===== src/rtl/reg_pkg.sv =====
// Shared types for the 8x16 register block write-back path.
package reg_pkg;

    localparam int REG_W    = 16;
    localparam int REG_AW   = 3;
    localparam int NUM_REGS = 2 ** REG_AW;

    typedef logic [REG_AW-1:0] reg_addr_t;
    typedef logic [REG_W-1:0]  reg_data_t;

    typedef struct packed {
        reg_addr_t addr;
        reg_data_t data;
    } wb_req_t;

    // Register 0 is hardwired to zero, so writes to it carry no effect.
    function automatic logic is_discard(input reg_addr_t addr);
        return addr == '0;
    endfunction

endpackage


===== src/rtl/wb_fifo.sv =====
// In-order queue of write-back requests; head is visible combinationally so
// the output stage can capture it on the pop edge.
module wb_fifo
    import reg_pkg::*;
#(
    parameter int DEPTH = 4,
    localparam int PW = $clog2(DEPTH),
    localparam int CW = $clog2(DEPTH + 1)
) (
    input  logic          clk,
    input  logic          rst,
    input  logic          push,
    input  wb_req_t       push_data,
    input  logic          pop,
    output wb_req_t       head,
    output logic          full,
    output logic          empty,
    output logic [CW-1:0] count
);

    wb_req_t       mem [DEPTH];
    logic [PW-1:0] wr_ptr_q, wr_ptr_d;
    logic [PW-1:0] rd_ptr_q, rd_ptr_d;
    logic [CW-1:0] count_q, count_d;
    logic          push_ok;
    logic          pop_ok;

    assign full  = (count_q == CW'(DEPTH));
    assign empty = (count_q == '0);
    assign count = count_q;
    assign head  = mem[rd_ptr_q];

    always_comb begin
        push_ok  = push && !full;
        pop_ok   = pop && !empty;
        wr_ptr_d = wr_ptr_q;
        rd_ptr_d = rd_ptr_q;
        count_d  = count_q;
        // DEPTH is a power of two, so the pointers wrap on their own.
        if (push_ok) begin
            wr_ptr_d = wr_ptr_q + 1'b1;
        end
        if (pop_ok) begin
            rd_ptr_d = rd_ptr_q + 1'b1;
        end
        count_d = count_q + CW'(push_ok) - CW'(pop_ok);
    end

    always_ff @(posedge clk) begin
        if (push_ok) begin
            mem[wr_ptr_q] <= push_data;
        end
    end

    always_ff @(posedge clk or posedge rst) begin
        if (rst) begin
            wr_ptr_q <= '0;
            rd_ptr_q <= '0;
            count_q  <= '0;
        end else begin
            wr_ptr_q <= wr_ptr_d;
            rd_ptr_q <= rd_ptr_d;
            count_q  <= count_d;
        end
    end

endmodule


===== src/rtl/reg_writeback.sv =====
// Write-back initiator: arbitrates load/ALU results into a FIFO, drains one
// write per cycle to the register block, and tracks pending writes per register.
module reg_writeback
    import reg_pkg::*;
#(
    parameter int DEPTH = 4,
    parameter int WIDTH = REG_W,
    parameter int AW    = REG_AW,
    localparam int NR  = 2 ** AW,
    localparam int CW  = $clog2(DEPTH + 1),
    localparam int PCW = $clog2(DEPTH + 2)
) (
    input  logic             Clock,
    input  logic             Reset,
    input  logic             MemValid,
    output logic             MemReady,
    input  logic [AW-1:0]    MemRw,
    input  logic [WIDTH-1:0] MemData,
    input  logic             AluValid,
    output logic             AluReady,
    input  logic [AW-1:0]    AluRw,
    input  logic [WIDTH-1:0] AluData,
    input  logic             Stall,
    output logic             We,
    output logic [AW-1:0]    Rw,
    output logic [WIDTH-1:0] WData,
    output logic [NR-1:0]    Pending,
    output logic [CW-1:0]    Count
);

    wb_req_t          push_req;
    wb_req_t          head;
    logic             accept;
    logic             push;
    logic             pop;
    logic             full;
    logic             empty;
    logic             we_q, we_d;
    logic [AW-1:0]    rw_q, rw_d;
    logic [WIDTH-1:0] wdata_q, wdata_d;

    assign MemReady = !full;
    assign AluReady = !full && !MemValid;

    always_comb begin
        push_req = '{addr: MemRw, data: MemData};
        accept   = MemValid && !full;
        if (!MemValid) begin
            push_req = '{addr: AluRw, data: AluData};
            accept   = AluValid && !full;
        end
        // Writes to register 0 are acknowledged but never enter the queue.
        push    = accept && !is_discard(push_req.addr);
        pop     = !empty && !Stall;
        we_d    = pop;
        rw_d    = rw_q;
        wdata_d = wdata_q;
        if (pop) begin
            rw_d    = head.addr;
            wdata_d = head.data;
        end
    end

    wb_fifo #(
        .DEPTH(DEPTH)
    ) u_fifo (
        .clk      (Clock),
        .rst      (Reset),
        .push     (push),
        .push_data(push_req),
        .pop      (pop),
        .head     (head),
        .full     (full),
        .empty    (empty),
        .count    (Count)
    );

    always_ff @(posedge Clock or posedge Reset) begin
        if (Reset) begin
            we_q    <= 1'b0;
            rw_q    <= '0;
            wdata_q <= '0;
        end else begin
            we_q    <= we_d;
            rw_q    <= rw_d;
            wdata_q <= wdata_d;
        end
    end

    assign We    = we_q;
    assign Rw    = rw_q;
    assign WData = wdata_q;

    // A register can have up to DEPTH queued writes plus one in the output stage.
    generate
        for (genvar gi = 0; gi < NR; gi++) begin : g_pend
            if (gi == 0) begin : g_zero
                assign Pending[gi] = 1'b0;
            end else begin : g_cnt
                logic [PCW-1:0] cnt_q, cnt_d;
                logic           inc;
                logic           dec;

                always_comb begin
                    inc   = push && (push_req.addr == AW'(gi));
                    dec   = we_q && (rw_q == AW'(gi));
                    cnt_d = cnt_q + PCW'(inc) - PCW'(dec);
                end

                always_ff @(posedge Clock or posedge Reset) begin
                    if (Reset) begin
                        cnt_q <= '0;
                    end else begin
                        cnt_q <= cnt_d;
                    end
                end

                assign Pending[gi] = (cnt_q != '0);
            end
        end
    endgenerate

endmodule


===== config.mk =====
export PLATFORM = sky130hd
export DESIGN_NAME = reg_writeback
export DESIGN_NICKNAME = d
export VERILOG_FILES = /design/src/rtl/reg_pkg.sv /design/src/rtl/wb_fifo.sv /design/src/rtl/reg_writeback.sv
export SDC_FILE = /design/constraint.sdc
export NUM_CORES = 1
export LEC_CHECK = 0
export CAP_MARGIN = 15
export CORE_AREA = 2 2 104 106
export CTS_CLUSTER_SIZE = 8
export DETAILED_ROUTE_END_ITERATION = 16
export DIE_AREA = 0 0 106 108
export PLACE_DENSITY = 0.77
export SLEW_MARGIN = 40
export SYNTH_ARGS = -nofsm -noshare
export SYNTH_HDL_FRONTEND = slang
export SYNTH_SLANG_ARGS = --single-unit

===== constraint.sdc =====
create_clock -name Clock -period 2.9 [get_ports Clock]
set_input_delay 0.29 -clock Clock [delete_from_list [all_inputs] [get_ports Clock]]
set_output_delay 0.29 -clock Clock [all_outputs]
set_load 0.005 [all_outputs]

---- Yosys cells after proc, flatten, opt, wreduce, memory -nomap -nowiden ----
Memory sizes are Yosys's and may differ from the RTL's. A register that Yosys moved wholly into a read port is not among the register bits.
Index checks and enable logic that the tools add are counted.
storage, ports and cells
  output and inout bits ................... 33
  RAM bits ................................ 76
  memories ................................ 1
  input bits .............................. 43
  word-level logic and storage cells ...... 84
  register bits after elaboration ......... 29
operators by class
  add/subtract/negate cells ............... 18
  equal/unequal tests ..................... 15
  mux-type cells .......................... 4
  reductions and logical operators ........ 35
memory list
  memory      words  width  rd ports  clocked after memory_dff  wr ports  line           text
  u_fifo.mem  4      19     1         1                         1         wb_fifo.sv:21  wb_req_t mem [DEPTH];
operator list
  cell                                                                    number
  3-bit equality test (second input constant)                             9
  3-bit by 1-bit adder with 3-bit output                                  8
  3-bit by 1-bit subtractor with 3-bit output                             8
  1-bit logical AND                                                       21
  3-bit nonzero test                                                      7
  19-bit 2-to-1 mux                                                       1
  3-bit by 2-bit equality test with 1-bit output (second input constant)  4
  3-bit by 1-bit equality test with 1-bit output (second input constant)  2
  3-bit zero test                                                         2
  1-bit zero test                                                         5
  2-bit by 1-bit adder with 2-bit output (second input constant)          2
  1-bit 2-to-1 mux                                                        3

---- Longest topological paths before layout ----
  word-level depth ........................ 8
  depth in mapped cells ................... 12
  depth with buffers taken out ............ 10

---- Cells and area by module ----
A second synthesis with hierarchy kept.
unflattened totals
  cell total of the unflattened synthesis .. 321
  area, all modules ....................... 5,477.8 um^2
modules (own cells, without submodules)
  module         seq. area each (um^2)  instances  cells an instance  area each (um^2)
  wb_fifo        2,457.4                1          141                3,215.6
  reg_writeback  1,026.0                1          180                2,262.2

---- Worst setup path before layout ----
OpenSTA, ideal clock, no wires.
  kind .................................... in2reg
  start point ............................. input MemValid
  end point ............................... register g_pend[4].g_cnt.cnt_q[2]
  library setup time ...................... 0.123 ns
  setup slack ............................. 0.585 ns
  data arrival time ....................... 2.193 ns
  stages .................................. 11
  buffers on the path ..................... 1
  required time ........................... 2.777 ns
  cells stage by stage .................... buf_4 -> mux2_4 -> nor3b_1 -> o21ai_1 -> ha_1 -> inv_1 -> ha_1 -> inv_1 -> fa_1 -> xnor2_1 -> xnor2_1
RTL lines
  what                  line                  text
  from (decl)           reg_writeback.sv:15   input logic MemValid,
  to (signal assigned)  reg_writeback.sv:114  cnt_q <= cnt_d;
  to (decl)             reg_writeback.sv:100  logic [PCW-1:0] cnt_q, cnt_d;

---- Final worst setup path ----
  start point ............................. register u_fifo.count_q[1], in the netlist u_fifo.count[1]
  end point ............................... register g_pend[4].g_cnt.cnt_q[2]
between the ends
  cells in the longest elaborated chain, start to end .. 8
  elaborated cells on any way between the ends .. 9
  classes of those cells .................. add/sub (2); eq/ne (1); mux (1); reduce/logical (5)
RTL lines
  what                                           line                                      text
  from (decl)                                    wb_fifo.sv:24                             logic [CW-1:0] count_q, count_d;
  from (signal assigned)                         wb_fifo.sv:63                             count_q <= count_d;
  3-bit equality test *                          wb_fifo.sv:28                             assign full = (count_q == CW'(DEPTH));
  1-bit zero test *                              reg_writeback.sv:47, reg_writeback.sv:50
  1-bit logical AND (on tied branches)           reg_writeback.sv:50, reg_writeback.sv:47
  1-bit 2-to-1 mux *                             reg_writeback.sv:48                       if (!MemValid) begin
  1-bit logical AND *                            reg_writeback.sv:53                       push = accept && !is_discard(push_req.addr);
  1-bit logical AND *                            reg_writeback.sv:105                      inc = push && (push_req.addr == AW'(gi));
  3-bit by 1-bit adder with 3-bit output *       reg_writeback.sv:107                      cnt_d = cnt_q + PCW'(inc) - PCW'(dec);
  3-bit by 1-bit subtractor with 3-bit output *  reg_writeback.sv:107
  net g_pend[4].g_cnt.cnt_d[2]                   reg_writeback.sv:100
The timed path passes the listed nets; every way through them passes the cells marked *.
A chain may end at the register's enable or synchronous reset.

==> results by group <==
Drt
  – Met3 wire len: 469 um
  – Routed vias/inst: 5.21
  – Initial detailed-routing violation count: 111
  – First-pass DRT Iterations: 4
  – Drt drc: 0
  – WL met1: 4.10 mm
  – Top layer in use: met4
  – WL/cell: 17.9 um
  – WL met2: 5.43 mm
  – WL final: 10.2 mm
  – Via count: 2965
  – Post-route ant nets: 0

Floorplanning
  – CORE AREA: 0.0102 mm^2
  – Die width: 106 um
  – Ports: 76
  – Die Span Y: 108 um
  – Initial Util: 52.9%
  – Num rows: 37
  – Die area: 0.0114 mm^2

Clock network
  – CTS tree: yes
  – Hold-fix buffers at CTS: 0
  – CTS clk-pin slew, worst paths: 60 ps
  – Post-CTS Setup Inserts: 0
  – H-tree levels: 4
  – Clock buffer depth: 2
  – Worst-Skew Late Latency: 510 ps
  – Clk root buf: clkbuf_8
  – TritonCTS sink count: 124
  – Post-CTS sizing: 0
  – CTS buffer count: 17

Timing
  – Least-Margin Pin Slew: 533 ps
  – Clk_skew: 9.25 ps
  – Final setup violation count: 0
  – Fin. Hold Viols: 0
  – Fmax: 0.408 GHz
  – Hold Slack: 110 ps
  – Setup repair after global routing missed its margin: false
  – Minimum clock period: 2450 ps
  – Max-slew headroom: 64.1%
  – Setup_tns: 0 ps
  – Pins Over Slew Limit: 0
  – Tcrit/Tclk final: 84.4%

Finish
  – Cell area after layout: 0.00694 mm^2
  – N_diodes: 0
  – Nets: 491
  – Area grow syn2layout: 28.3%
  – Layout cells sized above 1: 24.5%
  – Filler cells: 702
  – Layout Utilization: 67.9%

Logic synthesis
  – Post-synth cell types: 33
  – Post-Syn Instances: 321
  – Main synth FF type: edfxtp_1
  – Mean Syn Cell Area: 16.9 um^2
  – Mapped Area: 0.00541 mm^2
  – Seq cells post-synth: 124
  – Post-synth EDFFs: 76
  – Ys async rst share: 38.7%
  – Post-Syn Nets: 392
  – Sequential share of the synthesized area: 64.4%
  – Yosys warnings: 0

Global routing
  – Initial antenna violation count: 0
  – Vias in the first global route: 3167
  – First-pass GRT wire length: 16.4 mm
  – Gr usage total: 19.6%
  – Largest net degree at the start of global routing: 22
  – Grt ovf: 0

Worst setup path
  – CP arrival: 2870 ps
  – Crit Reg-Reg Endpoint: g_pend[4].g_cnt.cnt_q[2]
  – CP Class: flip-flop to flip-flop
  – Cells on worst reg2reg path: 11
  – CP startpoint kind: flip-flop
  – WP data required: 3330 ps
  – Crit Path Max Fanout: 5
  – Flop2flop setup slack: 450 ps
  – Reg2Reg Launch Point: u_fifo.count[1]
  – Kind of capture point of the worst setup path: flip-flop

Power and ir drop
  – Post-route total power: 7.25 mW
  – Pwr Density: 1040 mW/mm^2
  – VDD IR max: 0.506 mV
  – LEAKAGE: 2.69 nW

Run
  – Max-Cap Viols: 0

Placed design
  – Gpl congestion: 0.809
  – DP Area: 0.00638 mm^2
  – Input/output buffers: 74
  – Detailed Place HPWL: 6.95 mm

Run status
  – Status: complete, no violations

Min path
  – Worst min path class: input port to asynchronous set/reset pin
## where the power goes
group | internal [mW] | switching [mW]
clock | 1.24 | 0.732
combinational | 1.36 | 0.939
sequential | 2.58 | 0.393
total | 5.19 | 2.06
## through the flow
stage	cells	setup slack (ps)
2_1_floorplan	321	585
3_3_place_gp	537	159
3_5_place_dp	537	97.9
4_1_cts	569	434
5_1_grt	569	269
6_report	569	452
## worst max-delay path: stages, from the launching register on
cell     delay (ps)
dfrtp_1         430
nor3b_2         430
nor3b_1         110
buf_4           170
o21ai_1          70
ha_1            240
inv_1            60
ha_1            120
inv_1            40
fa_1            370
xnor2_1         170
xnor2_1         140
## worst max-delay path by stage
stage / from / slack, ps / depth (start not counted) / end
floorplan: MemValid / 580 / 11 / g_pend[4].g_cnt.cnt_q[2]
global placement: MemValid / 160 / 11 / g_pend[3].g_cnt.cnt_q[2]
detailed placement: MemValid / 100 / 13 / g_pend[4].g_cnt.cnt_q[2]
CTS: u_fifo.count[1] / 430 / 11 / g_pend[4].g_cnt.cnt_q[2]
global route: u_fifo.count[1] / 270 / 11 / g_pend[4].g_cnt.cnt_q[2]
finish: u_fifo.count[1] / 450 / 11 / g_pend[4].g_cnt.cnt_q[2]
## layer usage
| metal | vias up | track usage (%) |
|---|---|---|
| li1 | 1364 | - |
| met1 | 1515 | 23.8 |
| met2 | 71 | 33.7 |
| met3 | 15 | 5.97 |
| met4 | 0 | 6.67 |
| met5 | - | 0 |
## Yosys cell counts (2+ instances only)
library cell / count / share of area [%]
nand2_1: 11 / 0.76
xnor2_1: 14 / 2.3
fa_1: 8 / 3.0
dfrtp_1: 48 / 22
buf_4: 2 / 0.28
and2_1: 4 / 0.46
nor3b_1: 3 / 0.42
nor2_1: 9 / 0.62
buf_6: 2 / 0.42
nor3_1: 4 / 0.37
mux2_4: 2 / 0.55
mux2_2: 35 / 7.3
ha_1: 20 / 4.6
inv_1: 30 / 2.1
buf_2: 5 / 0.46
or3_1: 7 / 0.81
xor2_1: 5 / 0.81
o21ai_0: 2 / 0.18
mux4_2: 18 / 7.5
nand2b_1: 4 / 0.46
edfxtp_1: 76 / 42
## layout make-up
type / count / area (um^2) / area share [%]
sequential: 124 / 3480 / 50.2
multi-input combinational: 157 / 1750 / 25.2
timing repair buffer: 90 / 861 / 12.4
clock buffer: 22 / 443 / 6.38
tap: 136 / 170 / 2.45
clock inverter: 10 / 119 / 1.71
inverter: 30 / 113 / 1.62
## cell usage in the layout (no fill, tap or decap), drive strengths merged, types with 5 or more instances in the layout
cell type	count
edfxtp	76
clkdlybuf4s50	74
dfrtp	48
mux2	37
inv	30
clkbuf	22
ha	20
mux4	19
buf	16
xnor2	14
nand2	11
nor2	9
fa	8
or3	7
xor2	5
clkinv	5
## registers in the layout, indices dropped and copies added (netlist names)
signal / cells
We: 1
u_fifo.count: 3
WData: 16
u_fifo.wr_ptr_q: 2
u_fifo.rd_ptr_q: 2
u_fifo.mem: 76
Rw: 3
g_pend.g_cnt.cnt_q: 21
## kinds of logic after synthesis
group	synth area share, %
flops	64.4
buf+inv	3.31
mux	15.8
compound gates	0.532
simple gates	5.27
fa+ha+maj	7.58
other cells	0.0693
xor+xnor	3.07
Note: power is estimated with default switching activity, not from simulation.
